## src/rtl/input_frame_buffer.sv

```systemverilog
// Input frame buffer: collects FRAME_LEN streamed samples, zero-pads frames cut short by in_last,
// then freezes the frame for the processing engine's read port until the controller releases it.
module input_frame_buffer #(
  parameter int DATA_WIDTH = 16,
  parameter int FRAME_LEN  = 64,
  parameter int ADDR_WIDTH = 6
) (
  input  logic                  clk,
  input  logic                  reset,
  input  logic                  in_valid,
  input  logic [DATA_WIDTH-1:0] in_data,
  input  logic                  in_last,
  output logic                  in_ready,
  output logic                  ready_for_processing,
  input  logic                  processing_active,
  input  logic                  rd_en,
  input  logic [ADDR_WIDTH-1:0] rd_addr,
  output logic [DATA_WIDTH-1:0] rd_data,
  output logic [ADDR_WIDTH:0]   fill_level,
  output logic                  frame_padded,
  output logic [7:0]            frame_count
);

  typedef enum logic [1:0] {
    S_FILL = 2'd0,
    S_PAD  = 2'd1,
    S_FULL = 2'd2,
    S_HOLD = 2'd3
  } state_t;

  localparam logic [ADDR_WIDTH-1:0] LAST_ADDR = ADDR_WIDTH'(FRAME_LEN - 1);
  localparam logic [ADDR_WIDTH:0]   ONE_SLOT  = (ADDR_WIDTH + 1)'(1);

  state_t                  state_q, state_d;
  logic [ADDR_WIDTH:0]     fill_q, fill_d;
  logic                    in_ready_q, in_ready_d;
  logic                    rfp_q, rfp_d;
  logic                    padded_q, padded_d;
  logic [7:0]              count_q, count_d;
  logic [DATA_WIDTH-1:0]   rd_data_q;
  logic [DATA_WIDTH-1:0]   mem [FRAME_LEN];

  logic                    accept_s;
  logic                    last_slot_s;
  logic                    wr_en_s;
  logic [DATA_WIDTH-1:0]   wr_data_s;
  logic [ADDR_WIDTH-1:0]   wr_ptr_s;

  // The write pointer is the low bits of the fill count; it wraps to 0 exactly when the frame is full.
  assign wr_ptr_s    = fill_q[ADDR_WIDTH-1:0];
  assign accept_s    = in_valid && in_ready_q;
  assign last_slot_s = (wr_ptr_s == LAST_ADDR);

  always_ff @(posedge clk) begin
    if (reset) begin
      state_q    <= S_FILL;
      fill_q     <= '0;
      in_ready_q <= 1'b0;
      rfp_q      <= 1'b0;
      padded_q   <= 1'b0;
      count_q    <= 8'd0;
    end else begin
      state_q    <= state_d;
      fill_q     <= fill_d;
      in_ready_q <= in_ready_d;
      rfp_q      <= rfp_d;
      padded_q   <= padded_d;
      count_q    <= count_d;
    end
  end

  always_comb begin
    state_d = state_q;
    case (state_q)
      S_FILL: begin
        if (accept_s && last_slot_s) begin
          state_d = S_FULL;
        end else if (accept_s && in_last) begin
          state_d = S_PAD;
        end else begin
          state_d = S_FILL;
        end
      end
      S_PAD: begin
        if (last_slot_s) begin
          state_d = S_FULL;
        end else begin
          state_d = S_PAD;
        end
      end
      S_FULL: begin
        if (processing_active) begin
          state_d = S_HOLD;
        end else begin
          state_d = S_FULL;
        end
      end
      S_HOLD: begin
        if (!processing_active) begin
          state_d = S_FILL;
        end else begin
          state_d = S_HOLD;
        end
      end
      default: state_d = S_FILL;
    endcase
  end

  // Handshake outputs are registered from the next state so they carry no input-to-output path.
  always_comb begin
    wr_en_s    = 1'b0;
    wr_data_s  = in_data;
    fill_d     = fill_q;
    padded_d   = padded_q;
    count_d    = count_q;
    in_ready_d = (state_d == S_FILL);
    rfp_d      = (state_d == S_FULL);
    case (state_q)
      S_FILL: begin
        if (accept_s) begin
          wr_en_s = 1'b1;
          fill_d  = fill_q + ONE_SLOT;
          if (in_last && !last_slot_s) begin
            padded_d = 1'b1;
          end else begin
            padded_d = padded_q;
          end
        end else begin
          wr_en_s = 1'b0;
        end
      end
      S_PAD: begin
        wr_en_s   = 1'b1;
        wr_data_s = '0;
        fill_d    = fill_q + ONE_SLOT;
      end
      S_FULL: begin
        if (processing_active) begin
          count_d = count_q + 8'd1;
        end else begin
          count_d = count_q;
        end
      end
      S_HOLD: begin
        if (!processing_active) begin
          fill_d   = '0;
          padded_d = 1'b0;
        end else begin
          fill_d   = fill_q;
        end
      end
      default: begin
        wr_en_s = 1'b0;
      end
    endcase
  end

  // Sample storage is intentionally not reset; unwritten slots are don't-care.
  always_ff @(posedge clk) begin
    if (wr_en_s) begin
      mem[wr_ptr_s] <= wr_data_s;
    end
  end

  always_ff @(posedge clk) begin
    if (reset) begin
      rd_data_q <= '0;
    end else if (rd_en) begin
      rd_data_q <= mem[rd_addr];
    end
  end

  assign in_ready             = in_ready_q;
  assign ready_for_processing = rfp_q;
  assign rd_data              = rd_data_q;
  assign fill_level           = fill_q;
  assign frame_padded         = padded_q;
  assign frame_count          = count_q;

endmodule

```

## config.mk

```make
export PLATFORM = sky130hd
export DESIGN_NAME = input_frame_buffer
export DESIGN_NICKNAME = d
export VERILOG_FILES = /design/src/rtl/input_frame_buffer.sv
export SDC_FILE = /design/constraint.sdc
export NUM_CORES = 1
export LEC_CHECK = 0
export CAP_MARGIN = 20
export CORE_ASPECT_RATIO = 1.75
export CORE_UTILIZATION = 45
export CTS_BUF_LIST = sky130_fd_sc_hd__clkbuf_8
export DETAILED_ROUTE_END_ITERATION = 10
export PLACE_DENSITY_LB_ADDON = 0.12
export SYNTH_ARGS = -nofsm -noshare
export SYNTH_HDL_FRONTEND = slang
export SYNTH_SLANG_ARGS = --single-unit
```

## constraint.sdc

```tcl
create_clock -name clk -period 2.5 [get_ports clk]
set_input_delay 0.5 -clock clk [delete_from_list [all_inputs] [get_ports clk]]
set_output_delay 0.5 -clock clk [all_outputs]
set_load 0.01 [all_outputs]
```

==> results.toml, run 1 <==
[power_and_ir_drop]
powerDensity_nw_per_um2 = 709
clkPwrFrac = 0.364
switchingPower_uw = 7980
swShare = 0.231
p_seq_frac = 0.570
p_int_uw = 26600
ir_worst_vdd_mv = 0.482
p_total_uw = 34600
leakage_uw = 0.0157
power_frac_comb = 0.066

[clock_network]
h-tree-depth = 4
numCtsBuffers = 147
tritoncts = "done"
clock-sinks = 1060
cts_hold_buf = 0
root_buffer = "clkbuf_8"
cts_setup_buffers = 0
clk_latency_ns = 0.82
ctsLongestPathBuffers = 3
path_clk_slew_ns = 0.07

[drt]
vias_per_cell = 5.77
routedWlPerCell_um = 29.8
dr.pass1.iters = 5
routed_wl_mm = 113
via_count = 21800
drtIter0Drc = 1523
drc_errors = 0
ant_nets = 0

[status]
outcome = "complete, no violations"

[finish]
stdcell_area_um2 = 48700
drive_gt1_frac = 0.317
final_common_cell = "edfxtp_1"
final_cell_mix = "edfxtp_1 (1024), mux2_2 (192), clkbuf_8 (154), buf_4 (145), mux4_2 (128)"
area_growth_pct = 18.7
fin_nets = 2515

[timing]
report.final.hold_viol_count = 0
finalMaxSlewViolations = 0
worst_hold_slack_ns = 0.434
fmax_mhz = 409
worst_slack_ns = 0.0559
max_slew.worst_pin.slew_ns = 0.870
fin_skew_ns = 0.0342
setup_viol_count_final = 0
fin_crit_ns = 2.44
rsz0062_at_grt = "no"
tns_ns = 0
period_share = 0.978
slew-limit-headroom = 0.415

[yosys]
synth_area_um2 = 41000
ys_types = 39
avgSynthCellArea_um2 = 19.2
ys_seq_elements = 1060
ys_seq_area_frac = 0.767
synth_cells = 2141
synth.net_count = 2171
yosys_warnings = 0

[floorplanning]
rows = 146
coreArea_um2 = 90400
io_pins = 62
die-area_um2 = 92500
fp.dieW_um = 230
initial_core_util = 0.454
fp.dieH_um = 401

[critical_path]
start_kind = "flop"
crit_buf_inv = 1
crit_chain = "clkdlybuf4s50_1"
cp_max_fo = 2
end_kind = "output pin"
required_ns = 2.00
arrival_ns = 1.94
slowest_delay_ns = 0.64
cp_slowest_cell = "clkdlybuf4s50_1"
crit_type = "flop to output pin"
crit_family = "buffers and inverters"

[placement]
post-place-ws_ns = -0.565
gp_congestion = 0.916
portBuffers = 61
dp_hpwl_mm = 74.6
placed_cell_area_um2 = 46000

[grt]
met1_usage = 0.282
antenna_found_initial = 2
grt_usage = 0.248
met2_usage = 0.448
grt_overflow = 0
busiest_layer = "met2"
use_met3 = 0.0312
grt_pass1_vias = 22800
grt_max_degree = 65
grt_first_pass_wirelength_mm = 162

[flow_run]
cap_viol_max_count = 0

[min_path]
hold_class = "primary input to flop"
-- final cells by class --
cell class | instances | area [um^2]
fillers | 7125 | 41700
flip-flops and latches | 1060 | 31500
multi-input cells | 952 | 9000
repair buffers | 324 | 4070
clock buffers | 153 | 2110
well taps | 1184 | 1480
clock inverters | 106 | 586
diodes | 1 | 2.50
-- state kept, by name, summed over array words and instances (netlist names) --
register and cells:
mem 1024, rd_data 16, frame_count 8, fill_level 7, state_q 2, frame_padded 1
in_ready 1, ready_for_processing 1
-- kinds of logic (layout without fill, tap and decap cells) --
group	after synthesis	count (layout)	synth area share
other cells	0	1	0
flops	1060	1060	0.767
mux	321	321	0.123
simple gates	338	338	0.0446
compound gates	279	279	0.0473
buf+inv	129	583	0.0148
fa+ha+maj	2	2	0.000610
xor+xnor	12	12	0.00256
-- path summary, 6_finish.rpt --
| path | endpoint | slack [ns] | cells after the start | startpoint |
|---|---|---|---|---|
| max reg2reg | rd_data[12] | 0.09 | 5 | mem[31][12] |
| min | state_q[0] | 0.43 | 3 | processing_active |
| min reg2reg | frame_padded | 0.52 | 2 | frame_padded |
| max | rd_data[7] | 0.06 | 1 | rd_data[7] |
-- metrics by stage --
stage,instances,util
6_report,3780,0.539
5_1_grt,3780,0.539
4_1_cts,3779,0.539
3_5_place_dp,3520,0.509
3_3_place_gp,3520,0.509
2_1_floorplan,2141,-
-- synthesized netlist by cell type (all sizes together) --
library cell	count	share of area
nand3	9	0.0011
buf	62	0.0087
nor3	66	0.0080
and2	16	0.0024
mux2	192	0.053
edfxtp	1024	0.75
or3b	19	0.0041
or2	1	0.00015
clkbuf	67	0.0061
a211oi	64	0.012
nor2b	68	0.010
and4	1	0.00021
dfxtp	36	0.018
mux4	128	0.070
mux2i	1	0.00024
o22ai	64	0.0098
xnor2	2	0.00043
nand3b	5	0.00091
nor2	90	0.0082
xor2	10	0.0021
ha	2	0.00061
o21ai	65	0.0079
nand2b	6	0.00091
a22o	64	0.014
a22oi	2	0.00037
nand4	4	0.00061
a31oi	1	0.00015
nor4	33	0.0050
and3b	2	0.00043
o221ai	16	0.0034
nor3b	2	0.00037
or3	1	0.00015
nand2	12	0.0012
a21oi	3	0.00037
and3	3	0.00046
-- metal layers --
| metal | vias up | wire length [um] |
|---|---|---|
| met4 | 0 | 6470 |
| met1 | 11500 | 40600 |
| met2 | 687 | 60600 |
| met3 | 215 | 4870 |
| li1 | 9450 | - |
| met5 | - | 0 |
-- power groups by stage --
| stage | clock, uW | combinational (uW) | sequential (uW) |
|---|---|---|---|
| final | 12600 | 2300 | 19700 |
| after global routing | 13500 | 2400 | 19700 |
| after CTS | 12800 | 2310 | 19700 |
| after detailed placement | 0 | 2310 | 20100 |
| after global placement | 0 | 2280 | 20100 |
| after floorplan | 0 | 1070 | 20100 |
-- tightest hold or removal path, cell delays in order --
cell	delay, ns
clkdlybuf4s50_1	0.53
a21oi_1	0.11
nor2_1	0.08
-- what timing repair did --
action | CTS | global route
cloned | 0 | 0
gates resized for setup | 10 | 1
endpoints found under the setup margin | 7 | 1
Power figures use the tool's default switching activity.
==> run 2: changes to the inputs <==
--- a/config.mk
+++ b/config.mk
@@ -5,6 +5,7 @@
 export SDC_FILE = /design/constraint.sdc
 export NUM_CORES = 1
 export LEC_CHECK = 0
+export ABC_CLOCK_PERIOD_IN_PS = 2500
 export CAP_MARGIN = 20
 export CORE_ASPECT_RATIO = 1.75
 export CORE_UTILIZATION = 45
==> results of run 2 <==
Final layout, timing and power as in run 1 (identical DEF).
